## src/rtl/t_mem_writer.sv

```systemverilog
// Write-side controller for the transposed weight memory: assembles INIT rows from a
// word stream and performs saturating read-modify-write of delta rows during UPDATE.
module t_mem_writer #(
    parameter int         BW_WEIGHTS  = 11,
    parameter int         NUM_TM_V    = 10,
    parameter int         NUM_TM_H    = 10,
    parameter int         BW_ADDR     = 4,
    parameter logic [2:0] INIT_CODE   = 3'd1,
    parameter logic [2:0] UPDATE_CODE = 3'd2
) (
    input  logic                           clk,
    input  logic                           rst,
    input  logic                           en,
    input  logic [2:0]                     state_signal,
    input  logic                           s_valid,
    output logic                           s_ready,
    input  logic [BW_WEIGHTS-1:0]          s_data,
    input  logic                           d_valid,
    output logic                           d_ready,
    input  logic [BW_WEIGHTS*NUM_TM_V-1:0] d_data,
    input  logic [BW_WEIGHTS*NUM_TM_V-1:0] rd_weights,
    output logic [BW_ADDR-1:0]             h_addr_read,
    output logic [BW_ADDR-1:0]             h_addr_write,
    output logic [BW_WEIGHTS*NUM_TM_V-1:0] wr_weights,
    output logic                           init_w_new,
    output logic                           update_write_en,
    output logic                           init_done,
    output logic                           update_done
);

    localparam int                 ROW_W    = BW_WEIGHTS * NUM_TM_V;
    localparam logic [BW_ADDR-1:0] LAST_COL = BW_ADDR'(NUM_TM_V - 1);
    localparam logic [BW_ADDR-1:0] LAST_ROW = BW_ADDR'(NUM_TM_H - 1);

    typedef enum logic [2:0] {
        S_IDLE,
        S_INIT_COL,
        S_INIT_WR,
        S_UPD_RD,
        S_UPD_WR,
        S_DONE
    } state_t;

    state_t             r_state, w_state_nxt;
    logic [BW_ADDR-1:0] r_row, w_row_nxt;
    logic [BW_ADDR-1:0] r_col, w_col_nxt;
    logic [ROW_W-1:0]   r_wr_weights, w_wr_nxt;
    logic               r_init_done, w_init_done_nxt;
    logic               r_update_done, w_update_done_nxt;
    logic               w_is_init, w_is_upd;

    // Overflow shows up as disagreement between the two top bits of the widened sum.
    function automatic logic [BW_WEIGHTS-1:0] sat_add(input logic [BW_WEIGHTS-1:0] a,
                                                      input logic [BW_WEIGHTS-1:0] b);
        logic [BW_WEIGHTS:0] sum;
        sum = {a[BW_WEIGHTS-1], a} + {b[BW_WEIGHTS-1], b};
        if (sum[BW_WEIGHTS] != sum[BW_WEIGHTS-1])
            return sum[BW_WEIGHTS] ? {1'b1, {(BW_WEIGHTS-1){1'b0}}}
                                   : {1'b0, {(BW_WEIGHTS-1){1'b1}}};
        return sum[BW_WEIGHTS-1:0];
    endfunction

    assign w_is_init = (state_signal == INIT_CODE);
    assign w_is_upd  = (state_signal == UPDATE_CODE);

    always_comb begin
        // NOTE: every signal driven here gets a default first, so no path can infer a latch.
        w_state_nxt       = r_state;
        w_row_nxt         = r_row;
        w_col_nxt         = r_col;
        w_wr_nxt          = r_wr_weights;
        w_init_done_nxt   = r_init_done;
        w_update_done_nxt = r_update_done;
        s_ready           = 1'b0;
        d_ready           = 1'b0;
        init_w_new        = 1'b0;
        update_write_en   = 1'b0;
        h_addr_read       = '0;
        h_addr_write      = '0;

        case (r_state)
            S_IDLE: begin
                w_row_nxt = '0;
                w_col_nxt = '0;
                if (w_is_init)     w_state_nxt = S_INIT_COL;
                else if (w_is_upd) w_state_nxt = S_UPD_RD;
            end
            S_INIT_COL: begin
                if (!w_is_init) begin
                    w_state_nxt = S_IDLE;
                    w_row_nxt   = '0;
                    w_col_nxt   = '0;
                end else begin
                    s_ready = en;
                    if (s_valid) begin
                        for (int c = 0; c < NUM_TM_V; c++)
                            if (r_col == BW_ADDR'(c)) w_wr_nxt[c*BW_WEIGHTS +: BW_WEIGHTS] = s_data;
                        w_col_nxt = r_col + BW_ADDR'(1);
                        if (r_col == LAST_COL) w_state_nxt = S_INIT_WR;
                    end
                end
            end
            S_INIT_WR: begin
                w_col_nxt = '0;
                if (!w_is_init) begin
                    w_state_nxt = S_IDLE;
                    w_row_nxt   = '0;
                end else begin
                    init_w_new   = en;
                    h_addr_write = r_row;
                    w_row_nxt    = r_row + BW_ADDR'(1);
                    if (r_row == LAST_ROW) begin
                        w_state_nxt     = S_DONE;
                        w_init_done_nxt = 1'b1;
                    end else begin
                        w_state_nxt = S_INIT_COL;
                    end
                end
            end
            S_UPD_RD: begin
                if (!w_is_upd) begin
                    w_state_nxt = S_IDLE;
                    w_row_nxt   = '0;
                    w_col_nxt   = '0;
                end else begin
                    d_ready     = en;
                    h_addr_read = r_row;
                    if (d_valid) begin
                        for (int c = 0; c < NUM_TM_V; c++)
                            w_wr_nxt[c*BW_WEIGHTS +: BW_WEIGHTS] =
                                sat_add(rd_weights[c*BW_WEIGHTS +: BW_WEIGHTS],
                                        d_data[c*BW_WEIGHTS +: BW_WEIGHTS]);
                        w_state_nxt = S_UPD_WR;
                    end
                end
            end
            S_UPD_WR: begin
                if (!w_is_upd) begin
                    w_state_nxt = S_IDLE;
                    w_row_nxt   = '0;
                    w_col_nxt   = '0;
                end else begin
                    update_write_en = en;
                    h_addr_write    = r_row;
                    w_row_nxt       = r_row + BW_ADDR'(1);
                    if (r_row == LAST_ROW) begin
                        w_state_nxt       = S_DONE;
                        w_update_done_nxt = 1'b1;
                    end else begin
                        w_state_nxt = S_UPD_RD;
                    end
                end
            end
            S_DONE: begin
                // Leave once the mode that finished is no longer requested.
                if ((r_init_done && !w_is_init) || (r_update_done && !w_is_upd) ||
                    (!r_init_done && !r_update_done)) begin
                    w_state_nxt       = S_IDLE;
                    w_init_done_nxt   = 1'b0;
                    w_update_done_nxt = 1'b0;
                    w_row_nxt         = '0;
                    w_col_nxt         = '0;
                end
            end
            default: w_state_nxt = S_IDLE;
        endcase
    end

    // NOTE: state registers use non-blocking assignments so every flop samples pre-edge values.
    always_ff @(posedge clk) begin
        if (rst) begin
            r_state       <= S_IDLE;
            r_row         <= '0;
            r_col         <= '0;
            r_wr_weights  <= '0;
            r_init_done   <= 1'b0;
            r_update_done <= 1'b0;
        end else if (en) begin
            r_state       <= w_state_nxt;
            r_row         <= w_row_nxt;
            r_col         <= w_col_nxt;
            r_wr_weights  <= w_wr_nxt;
            r_init_done   <= w_init_done_nxt;
            r_update_done <= w_update_done_nxt;
        end
    end

    assign wr_weights  = r_wr_weights;
    assign init_done   = r_init_done;
    assign update_done = r_update_done;

endmodule
```

## config.mk

```make
export PLATFORM = sky130hd
export DESIGN_NAME = t_mem_writer
export DESIGN_NICKNAME = d
export VERILOG_FILES = /design/src/rtl/t_mem_writer.sv
export SDC_FILE = /design/constraint.sdc
export NUM_CORES = 1
export LEC_CHECK = 0
export ABC_AREA = 1
export CORE_ASPECT_RATIO = 0.75
export CORE_MARGIN = 1.5
export CORE_UTILIZATION = 53
export DETAILED_ROUTE_END_ITERATION = 10
export GPL_ROUTABILITY_DRIVEN = 0
export GPL_TIMING_DRIVEN = 1
export PLACE_DENSITY = 0.86
export SLEW_MARGIN = 5
export SYNTH_ARGS = -nofsm -noshare
export SYNTH_HDL_FRONTEND = slang
export SYNTH_SLANG_ARGS = --single-unit
```

## constraint.sdc

```tcl
create_clock -name clk -period 5.6 [get_ports clk]
set_input_delay 1.68 -clock clk [delete_from_list [all_inputs] [get_ports clk]]
set_output_delay 1.68 -clock clk [all_outputs]
set_load 0.02 [all_outputs]
```

Yosys cells after proc, flatten, opt, wreduce, memory -nomap -nowiden
Index checks and enable logic that the tools add are counted.
{"block": "totals", "regBits": 123, "inputBits": 239, "word_cells": 233}
{"block": "op_classes", "addsub": 12, "eq_ne": 51, "mux": 122, "n_reduce_logical": 33}
{"operator": "11-bit two-way mux", "n": 40}
{"operator": "110-bit two-way mux", "n": 4}
{"operator": "110-bit one-hot mux with 2 select lines", "n": 1}
{"operator": "11-bit by 11-bit adder with 12-bit output", "n": 10}
{"operator": "7-bit AND reduction", "n": 10}
{"operator": "1-bit two-way mux", "n": 50}
{"operator": "2-bit inequality test (second input constant)", "n": 20}
{"operator": "3-bit two-way mux", "n": 12}
{"operator": "4-bit two-way mux", "n": 9}
{"operator": "4-bit one-hot mux with 6 select lines", "n": 1}
{"operator": "3-bit one-hot mux with 6 select lines", "n": 1}
{"operator": "4-bit by 3-bit == test with 1-bit output (second input constant)", "n": 4}
{"operator": "4-bit one-hot mux with 4 select lines", "n": 1}
{"operator": "5-bit AND reduction", "n": 3}
{"operator": "4-bit == test (second input constant)", "n": 3}
{"operator": "3-bit inequality test (second input constant)", "n": 4}
{"operator": "1-bit inequality test", "n": 10}
{"operator": "3-bit by 2-bit == test with 1-bit output (second input constant)", "n": 3}
{"operator": "4-bit by 1-bit adder with 4-bit output (second input constant)", "n": 2}
{"operator": "4-bit by 2-bit == test with 1-bit output (second input constant)", "n": 2}
{"operator": "4-bit one-hot mux with 2 select lines", "n": 1}
{"operator": "3-bit by 1-bit == test with 1-bit output (second input constant)", "n": 2}
{"operator": "3-bit == test (second input constant)", "n": 2}
{"operator": "6-bit AND reduction", "n": 1}
{"operator": "other kinds (12)", "n": 22}

Longest topological paths before layout
{"block": "depth", "depth_word": 10, "depth_mapped": 19}

Worst setup path before layout
Ideal clock, no wire load.
{"block": "synth_timing", "path_type": "input to output", "start": "input state_signal[0]", "end": "output h_addr_write[0]", "arrival_ns": 2.484, "t_required_ns": 3.920, "setup_slack_ns": 1.436, "cell_stages": 5, "n_path_buf": 0, "path_cell_list": "inv_1 > nand3_1 > nor2_1 > nor2_1 > nor2_1"}
{"block": "synth_between", "elab_chain_cells": 3, "word_cells_on_any_way": 5, "cone_classes": "eq/ne (2); mux (3)"}
{"element": "start: declaration", "line_no": "14", "text": "input logic [2:0] state_signal,"}
{"element": "3-bit by 2-bit == test with 1-bit output or 3-bit by 1-bit == test with 1-bit output (tied branches)", "line_no": "64, 63"}
{"element": "4-bit two-way mux, on equally long branches", "line_no": "138, 105"}
{"element": "4-bit one-hot mux with 2 select lines (*)", "line_no": "81", "text": "case (r_state)"}
{"element": "end: declaration", "line_no": "23", "text": "output logic [BW_ADDR-1:0] h_addr_write,"}
Every way passes the cells marked *; elsewhere a longest branch is shown, timed or not.

Final worst setup path
{"block": "layout_timing", "start": "input state_signal[1]", "end": "output h_addr_read[2]"}
{"block": "layout_between", "elab_chain_cells": 3}
{"element": "3-bit by 2-bit == test with 1-bit output", "line_no": "64", "text": "assign w_is_upd = (state_signal == UPDATE_CODE);"}
{"element": "4-bit two-way mux", "line_no": "121", "text": "if (!w_is_upd) begin"}
{"element": "4-bit two-way mux", "line_no": "81"}
{"element": "end: declaration", "line_no": "22", "text": "output logic [BW_ADDR-1:0] h_addr_read,"}
No other way between the ends.

==> flow_summary.rst <==
.. list-table::
   :header-rows: 1

   * - Metric
     - Value
   * - Max-cap viol count
     - 0
   * - Detail-routed net length per standard cell
     - 15.9 µm
   * - Reg power frac
     - 25.0%
   * - Buf+Inv Stages, Crit Path
     - 3
   * - Critical Path, Cell by Cell
     - clkdlybuf4s50_1 > nand3_1 > nor2_1 > inv_1 > nor2_1 > clkdlybuf4s50_1
   * - Number of routed nets with antenna violations
     - 0
   * - Synth warn
     - 0
   * - Site Rows
     - 47
   * - Inserted Clock Buffers
     - 17
   * - Via count of the routed design
     - 14.9k
   * - Synthesis-stage register bit count
     - 123
   * - Port-buffer cells
     - 362
   * - Fin crit period
     - 5.45 ns
   * - Critical Path Slowest Stage Cell
     - sky130_fd_sc_hd__clkdlybuf4s50_1
   * - PwrDens
     - 248 nW/µm²
   * - Combined global-route utilization of all metal layers
     - 34.3%
   * - Total half-perimeter wirelength after legalization and detailed placement
     - 32200 µm
   * - Number of optimization iterations in the first detailed-route pass
     - 7
   * - Internal cell power
     - 2510 µW
   * - # diodes
     - 0
   * - Fraction of power spent switching nets
     - 38.9%
   * - Sum of routed wire length over all layers
     - 42100 µm
   * - Longest individual stage delay on the worst path
     - 0.61 ns
   * - Setup CP Type
     - primary input to primary output
   * - Via/cell ratio
     - 5.61
   * - Share of power burned in combinational logic
     - 44.8%
   * - Worst Max-Slew Pin Slew
     - 1.25 ns
   * - Leading cell types by total area after synthesis
     - sky130_fd_sc_hd__dfxtp_1, sky130_fd_sc_hd__nand2_1, sky130_fd_sc_hd__ha_1, sky130_fd_sc_hd__a21oi_1, sky130_fd_sc_hd__nor2_1
   * - Worst endpoint required time
     - 3.92 ns
   * - Post-CTS sizing
     - 0
   * - Cells after Synth
     - 1998
   * - Max H-tree Level
     - 4
   * - Post-Syn Area per Cell
     - 6.03 µm²
   * - Number of unique standard cell types used by synthesis
     - 38
   * - Via count of the first global-routing pass
     - 13.6k
   * - Total power
     - 4100 µW
   * - Fin cells
     - 2652
   * - Status
     - finished, final reports clean
   * - Post-synthesis sequential area ratio
     - 20.4%
   * - Leak
     - 0.00798 µW
   * - Core ar.
     - 22200 µm²
   * - Total count of hold-check failures in the final report
     - 0
   * - Worst slew slack as a fraction of its limit
     - 16.2%
   * - Kind of cell adding the most delay to the critical path
     - buffers and inverters
   * - Ratio of final minimum period to clock period
     - 97.3%
   * - Final Slew Violations
     - 0
   * - Most frequent standard cell in the layout excluding fill and tap cells
     - sky130_fd_sc_hd__nand2_1
   * - Total Neg Setup Slack
     - 0 ns
   * - Number of setup buffers added after CTS
     - 0
   * - Area share of the largest cell type after synthesis
     - 20.4%
   * - Detailed-route DRC error count
     - 0
   * - Maximum buffer depth of the clock tree
     - 2
   * - Number of antenna violations at the first check in global routing
     - 0
   * - Die area
     - 23700 µm²
   * - Cell total after placement
     - 2620
   * - Chip height
     - 134 µm
   * - Clk Latency, worst-skew pair
     - 0.42 ns
   * - Initial Util
     - 54.4%
   * - Startpoint types
     - primary input
   * - Maximum clock skew at final layout
     - 0.0149 ns
   * - Cell area after technology mapping
     - 12100 µm²
   * - RSZ-0062 raised after global routing
     - false
   * - Number of sinks driven by the clock tree
     - 123
   * - Count of nets after finishing
     - 2728
   * - Signal arrival time at the worst endpoint
     - 3.77 ns
   * - Critical Path Start
     - state_signal[1]
   * - Maximum fanout along the worst path
     - 6
   * - Starting DRC count in detailed routing
     - 1615
   * - Maximum clock frequency
     - 184 MHz
   * - CTS tree
     - done
   * - Net switching component of the power
     - 1590 µW
   * - Overall die width
     - 177 µm
   * - First-pass GRT wire length
     - 65800 µm
   * - Growth of design area from synthesis to finish
     - 37.3%
   * - Pin count of the biggest net entering global routing
     - 63
   * - Cts-stage hold buffer count
     - 0
   * - Ports placed on the boundary
     - 363
   * - Launch point of the worst reg-to-reg path
     - r_state[2]
   * - Top cell type by total area after synthesis
     - sky130_fd_sc_hd__dfxtp_1
   * - Share of post-route cells with drive strength above 1
     - 3.65%
   * - Clock root buffer
     - sky130_fd_sc_hd__clkbuf_16
   * - Remaining Overflow, GRT
     - 0
   * - Startpoint of the lowest-slack hold path
     - r_col[0]
   * - Final setup violation count
     - 0
   * - Share of power burned in the clock network
     - 30.2%
   * - Peak supply drop
     - 0.205 mV
   * - Class of the worst hold path
     - flop to flop
   * - Syn nets
     - 2381
   * - CP Capture Type
     - primary output
   * - Leading cell types in the layout, fill and taps excluded
     - sky130_fd_sc_hd__nand2_1, sky130_fd_sc_hd__clkdlybuf4s50_1, sky130_fd_sc_hd__nor2_1
   * - Register clock-pin slew on the reported worst setup and hold paths
     - 0.05 ns
## stage by stage
stage	util [%]	cell area (µm²)	hold slack [ns]	setup WS, ns
finish	74.7	16600	0.515	0.152
global route	74.7	16600	0.535	0.0252
CTS	74.7	16600	0.513	0.249
detailed placement	71.7	15900	0.500	0.274
global placement	71.7	15900	0.488	0.363
floorplan	-	12100	0.469	1.44
## synthesized netlist by cell type, drive strengths merged
library cell / instances
ha: 134
and2: 9
a21boi: 17
buf: 22
inv: 230
xnor2: 5
nor2: 255
a21o: 1
nand4: 23
a31oi: 1
o21ai: 179
o2111ai: 1
nand2: 522
nor3: 6
nand3b: 8
xor2: 15
fa: 10
o21bai: 8
nand3: 158
o22ai: 3
or2: 21
clkbuf: 23
a21oi: 222
o211ai: 2
dfxtp: 123
## per-layer routing
metal	routed length, µm	global-route usage, %
met1	17000	44.0
met2	18900	56.3
met3	4530	7.13
met4	1650	13.0
met5	0	0
## sequential cells by signal (all words and copies together), names as in the netlist
signal	count
r_row	4
r_state	3
update_done	1
init_done	1
r_col	4
wr_weights	110
## path summary, 6_finish.rpt
check | endpoint | slack, ns | cells after the start
worst max-delay path | h_addr_read[2] | 0.15 | 6
worst min-delay path | r_col[0] | 0.51 | 2
worst max register to register | wr_weights[89] | 2.24 | 6
worst min register to register | r_col[0] | 0.51 | 2
## logic make-up after synthesis
logic type                 Yosys count  share of synthesized area, %
xor gates and xnor gates            20                          1.45
DFF                                123                          20.4
buffers and inverters              275                          9.11
and+or+nand+nor                   1002                          34.7
adders and majority gates          144                          15.6
AOI/OAI and AO/OA                  434                          18.8
## tightest hold or removal path: cells and delay by family, from the launching register on
kind            cells  cell delay, ns
flops               1            0.33
compound gates      1            0.06
simple gates        1            0.08
## area by class of cell
| cell class | instances | area [µm²] |
|---|---|---|
| clock buffers | 19 | 443 |
| flip-flops and latches | 123 | 2460 |
| clock inverters | 13 | 214 |
| inverters | 230 | 865 |
| well taps | 294 | 368 |
| multi-input cells | 1600 | 8500 |
| fillers | 1799 | 5610 |
| repair buffers | 373 | 3710 |
## power groups by stage
stage | Sequential (µW) | Clock, µW | Combinational, µW
after floorplan | 1130 | 0 | 1050
after global placement | 1040 | 0 | 1750
after detailed placement | 1040 | 0 | 1790
after CTS | 1030 | 1240 | 1810
after global routing | 1030 | 1290 | 2030
final | 1030 | 1240 | 1840
No activity file was read; power rests on OpenSTA's default activity.
